**src/rtl/tile_mem_pkg.sv**
```systemverilog
// Shared types and constants for the tile memory scheduler.
package tile_mem_pkg;

  localparam int unsigned TIdxW     = 7;
  localparam int unsigned CfgW      = 7;
  localparam int unsigned TileElems = 16;

  localparam logic [1:0] ST_IDLE   = 2'd0;
  localparam logic [1:0] ST_RD_ACC = 2'd1;
  localparam logic [1:0] ST_WR_ACC = 2'd2;
  localparam logic [1:0] ST_RD_RSP = 2'd3;

  typedef enum logic {
    GNT_RD = 1'b0,
    GNT_WR = 1'b1
  } grant_e;

  typedef struct packed {
    logic [TIdxW-1:0] tile_row;
    logic [TIdxW-1:0] tile_col;
    logic [CfgW-1:0]  cfg_row;
    logic [CfgW-1:0]  cfg_col;
  } req_t;

endpackage

```
**src/rtl/tile_mem_scheduler_addr_gen.sv**
```systemverilog
// Tile base-address calculation and bounds check; all arithmetic at AddrWidth+8 bits.
module tile_addr_gen
  import tile_mem_pkg::*;
#(
  parameter int unsigned TileRows  = 4,
  parameter int unsigned TileCols  = 4,
  parameter int unsigned DataDepth = 1024,
  parameter int unsigned AddrWidth = 10
) (
  input  req_t                 req_i,
  output logic [AddrWidth-1:0] addr_o,
  output logic                 err_o
);

  localparam int unsigned CalcW = AddrWidth + 8;

  logic [CalcW-1:0] row_w, col_w, crow_w, ccol_w;
  logic [CalcW-1:0] base, last, row_end, col_end;

  always_comb begin
    row_w   = CalcW'(req_i.tile_row);
    col_w   = CalcW'(req_i.tile_col);
    crow_w  = CalcW'(req_i.cfg_row);
    ccol_w  = CalcW'(req_i.cfg_col);
    base    = row_w * CalcW'(TileRows) * ccol_w + col_w * CalcW'(TileCols);
    last    = base + CalcW'(TileRows - 1) * ccol_w + CalcW'(TileCols - 1);
    row_end = (row_w + CalcW'(1)) * CalcW'(TileRows);
    col_end = (col_w + CalcW'(1)) * CalcW'(TileCols);
    err_o   = (row_end > crow_w) || (col_end > ccol_w) || (ccol_w == '0) ||
              (last >= CalcW'(DataDepth));
    addr_o  = AddrWidth'(base);
  end

endmodule

```
**src/rtl/tile_mem_scheduler.sv**
```systemverilog
// Read/write arbiter in front of a single-port tile-access matrix memory.
// Optional TILE_SCHED_PERF_EN adds saturating request/stall counters.
module tile_mem_scheduler
  import tile_mem_pkg::*;
#(
  parameter int unsigned DataWidth     = 8,
  parameter int unsigned MemoryRows    = 32,
  parameter int unsigned MemoryColumns = 32,
  parameter int unsigned TileRows      = 4,
  parameter int unsigned TileCols      = 4
) (
  input  logic                                        clk_i,
  input  logic                                        rst_ni,
  input  logic [CfgW-1:0]                             cfg_matrix_row_i,
  input  logic [CfgW-1:0]                             cfg_matrix_col_i,
  input  logic                                        rd_req_valid_i,
  output logic                                        rd_req_ready_o,
  input  logic [TIdxW-1:0]                            rd_tile_row_i,
  input  logic [TIdxW-1:0]                            rd_tile_col_i,
  output logic                                        rd_rsp_valid_o,
  input  logic                                        rd_rsp_ready_i,
  output logic                                        rd_rsp_err_o,
  output logic [TileRows*TileCols-1:0][DataWidth-1:0] rd_rsp_data_o,
  input  logic                                        wr_req_valid_i,
  output logic                                        wr_req_ready_o,
  input  logic [TIdxW-1:0]                            wr_tile_row_i,
  input  logic [TIdxW-1:0]                            wr_tile_col_i,
  input  logic [TileRows*TileCols-1:0][DataWidth-1:0] wr_data_i,
  output logic                                        wr_err_o,
  output logic [$clog2(MemoryRows*MemoryColumns)-1:0] mem_addr_o,
  output logic                                        mem_we_o,
  output logic [CfgW-1:0]                             mem_matrix_col_o,
  output logic [TileRows*TileCols-1:0][DataWidth-1:0] mem_wr_data_o,
  input  logic [TileRows*TileCols-1:0][DataWidth-1:0] mem_rd_data_i,
  output logic                                        busy_o
`ifdef TILE_SCHED_PERF_EN
  ,
  input  logic                                        perf_clr_i,
  output logic [31:0]                                 perf_rd_cnt_o,
  output logic [31:0]                                 perf_wr_cnt_o,
  output logic [31:0]                                 perf_stall_cnt_o
`endif
);

  localparam int unsigned DataDepth = MemoryRows * MemoryColumns;
  localparam int unsigned AddrWidth = $clog2(DataDepth);
  localparam int unsigned TileN     = TileRows * TileCols;

  typedef logic [TileN-1:0][DataWidth-1:0] tile_t;

  logic [1:0]           state_q, state_d;
  grant_e               last_q, last_d;
  req_t                 req_q, req_d;
  tile_t                rsp_data_q, rsp_data_d;
  logic                 rsp_err_q, rsp_err_d;
  logic                 acc_err_q;
  logic                 req_rdy_q;
  logic                 rsp_valid_q;
  logic [AddrWidth-1:0] mem_addr_q;
  logic                 mem_we_q;
  tile_t                mem_wdata_q;
  logic                 wr_err_q;
  logic                 busy_q;
  logic                 gnt_rd, gnt_wr;
  logic [AddrWidth-1:0] ag_addr;
  logic                 ag_err;

  // Address generator sees the request being latched so access outputs can be registered.
  tile_addr_gen #(
    .TileRows (TileRows),
    .TileCols (TileCols),
    .DataDepth(DataDepth),
    .AddrWidth(AddrWidth)
  ) u_addr_gen (
    .req_i (req_d),
    .addr_o(ag_addr),
    .err_o (ag_err)
  );

  always_ff @(posedge clk_i or negedge rst_ni) begin
    if (!rst_ni) begin
      state_q <= ST_IDLE;
      last_q  <= GNT_WR;
    end else begin
      state_q <= state_d;
      last_q  <= last_d;
    end
  end

  always_comb begin
    state_d    = state_q;
    last_d     = last_q;
    req_d      = req_q;
    rsp_data_d = rsp_data_q;
    rsp_err_d  = rsp_err_q;
    gnt_rd     = 1'b0;
    gnt_wr     = 1'b0;
    case (state_q)
      ST_IDLE: begin
        // Ties go to the side that did not win last time.
        gnt_rd = req_rdy_q && rd_req_valid_i && (!wr_req_valid_i || last_q == GNT_WR);
        gnt_wr = req_rdy_q && wr_req_valid_i && !gnt_rd;
        if (gnt_rd) begin
          req_d   = '{tile_row: rd_tile_row_i, tile_col: rd_tile_col_i,
                      cfg_row: cfg_matrix_row_i, cfg_col: cfg_matrix_col_i};
          state_d = ST_RD_ACC;
          last_d  = GNT_RD;
        end else if (gnt_wr) begin
          req_d   = '{tile_row: wr_tile_row_i, tile_col: wr_tile_col_i,
                      cfg_row: cfg_matrix_row_i, cfg_col: cfg_matrix_col_i};
          state_d = ST_WR_ACC;
          last_d  = GNT_WR;
        end
      end
      ST_RD_ACC: begin
        rsp_err_d  = acc_err_q;
        rsp_data_d = acc_err_q ? '0 : mem_rd_data_i;
        state_d    = ST_RD_RSP;
      end
      ST_WR_ACC: state_d = ST_IDLE;
      ST_RD_RSP: if (rd_rsp_ready_i) state_d = ST_IDLE;
      default:   state_d = ST_IDLE;
    endcase
  end

  // Datapath and registered outputs, all derived from the next state.
  always_ff @(posedge clk_i or negedge rst_ni) begin
    if (!rst_ni) begin
      req_q       <= '0;
      rsp_data_q  <= '0;
      rsp_err_q   <= 1'b0;
      acc_err_q   <= 1'b0;
      req_rdy_q   <= 1'b0;
      rsp_valid_q <= 1'b0;
      mem_addr_q  <= '0;
      mem_we_q    <= 1'b0;
      mem_wdata_q <= '0;
      wr_err_q    <= 1'b0;
      busy_q      <= 1'b0;
    end else begin
      req_q       <= req_d;
      rsp_data_q  <= rsp_data_d;
      rsp_err_q   <= rsp_err_d;
      acc_err_q   <= ag_err;
      req_rdy_q   <= (state_d == ST_IDLE);
      rsp_valid_q <= (state_d == ST_RD_RSP);
      mem_addr_q  <= ((gnt_rd || gnt_wr) && !ag_err) ? ag_addr : '0;
      mem_we_q    <= gnt_wr && !ag_err;
      mem_wdata_q <= (gnt_wr && !ag_err) ? wr_data_i : '0;
      wr_err_q    <= gnt_wr && ag_err;
      busy_q      <= (state_d != ST_IDLE);
    end
  end

  assign rd_req_ready_o   = req_rdy_q;
  assign wr_req_ready_o   = req_rdy_q;
  assign rd_rsp_valid_o   = rsp_valid_q;
  assign rd_rsp_err_o     = rsp_err_q;
  assign rd_rsp_data_o    = rsp_data_q;
  assign wr_err_o         = wr_err_q;
  assign mem_addr_o       = mem_addr_q;
  assign mem_we_o         = mem_we_q;
  assign mem_matrix_col_o = req_q.cfg_col;
  assign mem_wr_data_o    = mem_wdata_q;
  assign busy_o           = busy_q;

`ifdef TILE_SCHED_PERF_EN
  logic [31:0] perf_rd_q, perf_wr_q, perf_stall_q;
  logic        stall;

  assign stall = !req_rdy_q && (rd_req_valid_i || wr_req_valid_i);

  // Saturating counters.
  always_ff @(posedge clk_i or negedge rst_ni) begin
    if (!rst_ni) begin
      perf_rd_q    <= '0;
      perf_wr_q    <= '0;
      perf_stall_q <= '0;
    end else if (perf_clr_i) begin
      perf_rd_q    <= '0;
      perf_wr_q    <= '0;
      perf_stall_q <= '0;
    end else begin
      if (gnt_rd && perf_rd_q != '1)   perf_rd_q    <= perf_rd_q + 32'd1;
      if (gnt_wr && perf_wr_q != '1)   perf_wr_q    <= perf_wr_q + 32'd1;
      if (stall && perf_stall_q != '1) perf_stall_q <= perf_stall_q + 32'd1;
    end
  end

  assign perf_rd_cnt_o    = perf_rd_q;
  assign perf_wr_cnt_o    = perf_wr_q;
  assign perf_stall_cnt_o = perf_stall_q;
`endif

endmodule

```
**config.mk**
```make
export PLATFORM = sky130hd
export DESIGN_NAME = tile_mem_scheduler
export DESIGN_NICKNAME = d
export VERILOG_FILES = /design/src/rtl/tile_mem_pkg.sv /design/src/rtl/tile_mem_scheduler_addr_gen.sv /design/src/rtl/tile_mem_scheduler.sv
export SDC_FILE = /design/constraint.sdc
export NUM_CORES = 1
export LEC_CHECK = 0
export CORE_AREA = 2 2 225 227
export CTS_BUF_LIST = sky130_fd_sc_hd__clkbuf_2
export DETAILED_ROUTE_END_ITERATION = 8
export DIE_AREA = 0 0 227 229
export SLEW_MARGIN = 10
export SYNTH_ARGS = -nofsm -noshare
export SYNTH_HDL_FRONTEND = slang
export SYNTH_SLANG_ARGS = --single-unit
export TNS_END_PERCENT = 50
```
**constraint.sdc**
```tcl
create_clock -name clk_i -period 9.4 [get_ports clk_i]
set_clock_uncertainty 0.1 [all_clocks]
set_input_delay 2.35 -clock clk_i [delete_from_list [all_inputs] [get_ports clk_i]]
set_output_delay 2.35 -clock clk_i [all_outputs]
set_load 0.05 [all_outputs]
```
==> flow_metrics.tcl <==
set metrics [dict create \
    cts_resized 0 \
    syn_inst 1487 \
    timing.fmax_mhz 115 \
    period_minus_slack_ns 8.70 \
    path_delay_family "adder cells" \
    drv_cap 0 \
    fin_crit_sh 0.925 \
    drc 0 \
    die-area_mm2 0.0520 \
    setup_viol 0 \
    portBuffers 580 \
    cts_tree "yes" \
    final_nets 2507 \
    arrival_ns 9.46 \
    synth-main-ff-cell "dfrtp_1" \
    clkTransAtPathRegs_ns 0.09 \
    holdWs_ns 0.375 \
    multi_input_area_mm2 0.00666 \
    slew_headroom 0.235 \
    cp_slowest_stage_delay_ns 0.53 \
    drtAntennaViolNets 0 \
    gp_congestion 0.908 \
    fillers 4885 \
    dpl-instance-area_mm2 0.0217 \
    critPathCaptureType "register" \
    ys_types 57 \
    rows 82 \
    crit_required_ns 10.16 \
    grt_overflow_total 0 \
    via_per_inst 4.54 \
    dp_slack_ns -0.195 \
    synth_edf_count 0 \
    cts.sinks 302 \
    first_global_vias 13464 \
    hpwlAfterDp_um 41500 \
    ctsHoldBuffers 0 \
    ios 583 \
    critPathLaunchType "input pin" \
    final_common_cell "clkdlybuf4s50_1" \
    slew_violations 0 \
    post_cts_buffers 0 \
    dr_total_vias 12932 \
    cts.path.max_buffers 3 \
    grt_start_max_net_pins 138 \
    coreArea_mm2 0.0497 \
    final_hold_viol_count 0 \
    drt-initial-drc-count 594 \
    h-tree-depth 3 \
    layout_setup_ws_ns 0.702 \
    dr.pass1.iters 5 \
    crit_type "input pin to register" \
    yosys_warnings 0 \
    final_cell_area_mm2 0.0224 \
    wl_per_cell_um 19.3 \
    async_flop_share 1.00 \
    initial_core_util 0.302 \
    tightest_slew_ns 1.15 \
    crit_top_cell "ha_1" \
    layout-drive-gt1-share 0.146 \
    hold_class "register to register" \
    rsz0062_at_grt "no" \
    syn_avg_cell_area_um2 10.1 \
    final_cell_mix "579 x clkdlybuf4s50_1, 302 x nand2_1, 300 x dfrtp_1, 139 x o21ai_0, 132 x nand2b_1" \
    synth-seq-cells 302 \
    clkLatencyLatePin_ns 1.01 \
    die_w_um 227 \
    cp_slowest_cell "fa_1" \
    routed_wirelength_um 54900 \
    antenna_found_initial 7 \
    fin_util 0.452 \
    area_growth_pct 49.9 \
    grt_usage 0.210 \
    crit_fanout 17 \
    seqCellArea_mm2 0.00756 \
    ys_seq_area_frac 0.505 \
    netlist_area_mm2 0.0150 \
    cts_buffers 85 \
    root_buffer "clkbuf_2" \
    grt_pass1_wl_um 81900 \
    status "complete, no violations" \
    die_h_um 229 \
    cp_num_buf_inv 8 \
]
-- logic make-up after synthesis --
group                    synth area share
AO/OA/AOI/OAI                      0.0849
multiplexers                      0.00952
buffers and inverters              0.0524
flip-flops                          0.505
adder cells (fa/ha/maj)            0.0906
AND/OR/NAND/NOR                     0.241
XOR/XNOR                           0.0164
other                            0.000250
-- cell type report --
cell class / count / area share
timing repair buffer: 642 / 0.285
tap: 672 / 0.0375
inverter: 68 / 0.0114
antenna: 5 / 0.000558
multi-input combinational: 1014 / 0.297
sequential: 302 / 0.337
clock inverter: 17 / 0.00346
clock buffer: 126 / 0.0281
-- final timing paths --
kind	startpoint	endpoint	slack, ns	depth (start not counted)
worst min register to register	last_q	last_q	0.37	2
max in group asynchronous	rst_ni	mem_addr_o[9]	6.25	2
worst max register to register	state_q[0]	mem_wr_data_o[125]	1.63	30
worst max-delay path	rd_req_valid_i	mem_wr_data_o[125]	0.70	30
min in group asynchronous	rst_ni	rd_rsp_data_o[84]	1.29	1
worst min-delay path	last_q	last_q	0.37	2
-- metrics by stage --
step                TNS, ns  instances
floorplan                 0       1488
detailed placement    -8.01       2698
finish                    0       2846
global route              0       2846
CTS                       0       2841
global placement     -0.305       2698
-- cell usage after synthesis (4+ instances only) --
| cell type | count | area share |
|---|---|---|
| nand2_1 | 303 | 0.076 |
| o21a_1 | 7 | 0.0035 |
| nand3_1 | 8 | 0.0027 |
| o21ai_0 | 139 | 0.046 |
| o22a_1 | 4 | 0.0023 |
| nand2b_1 | 132 | 0.055 |
| o211ai_1 | 6 | 0.0030 |
| fa_1 | 29 | 0.039 |
| inv_1 | 66 | 0.017 |
| o22ai_1 | 4 | 0.0017 |
| a222oi_1 | 6 | 0.0040 |
| buf_6 | 12 | 0.0090 |
| nor3_1 | 36 | 0.012 |
| xnor2_1 | 19 | 0.011 |
| nor2_1 | 51 | 0.013 |
| a21oi_1 | 19 | 0.0063 |
| buf_1 | 10 | 0.0025 |
| nor4_1 | 5 | 0.0021 |
| dfrtp_1 | 301 | 0.50 |
| a21o_1 | 7 | 0.0035 |
| o21ai_1 | 4 | 0.0013 |
| mux2i_1 | 12 | 0.0080 |
| ha_1 | 62 | 0.052 |
| buf_4 | 12 | 0.0060 |
| a211oi_1 | 4 | 0.0020 |
| and3_1 | 7 | 0.0029 |
| nor3_2 | 103 | 0.069 |
| clkbuf_1 | 67 | 0.017 |
| xor2_1 | 9 | 0.0053 |
| nor2b_1 | 4 | 0.0017 |
-- worst register-to-register path, delay by kind of cell (launching register included) --
family	cells	cell delay, ns
and+or+nand+nor	4	0.97
buffers and inverters	7	1.00
muxes	2	0.64
AOI/OAI and AO/OA	8	1.77
DFF	1	0.45
xor gates and xnor gates	2	0.29
adders and majority gates	7	2.42
-- flip-flops by register name, indices dropped and copies added, names as in the netlist --
register	count
rd_rsp_valid_o	1
rd_rsp_data_o	128
busy_o	1
mem_matrix_col_o	7
req_q	21
last_q	1
rd_rsp_err_o	1
wr_err_o	1
acc_err_q	1
mem_wr_data_o	128
mem_we_o	1
rd_req_ready_o	1
mem_addr_o	8
state_q	2
-- routing by layer --
layer  vias to the layer above  share of wire  global-route usage
li1                       6176              -                   -
met4                         4          0.039              0.0970
met5                         -        0.00040                   0
met2                       444           0.49               0.353
met3                       116          0.082              0.0668
met1                      6192           0.39               0.242
Power is not shown: default switching activity piles up to over one toggle a cycle in this logic, so the estimate is an artifact.
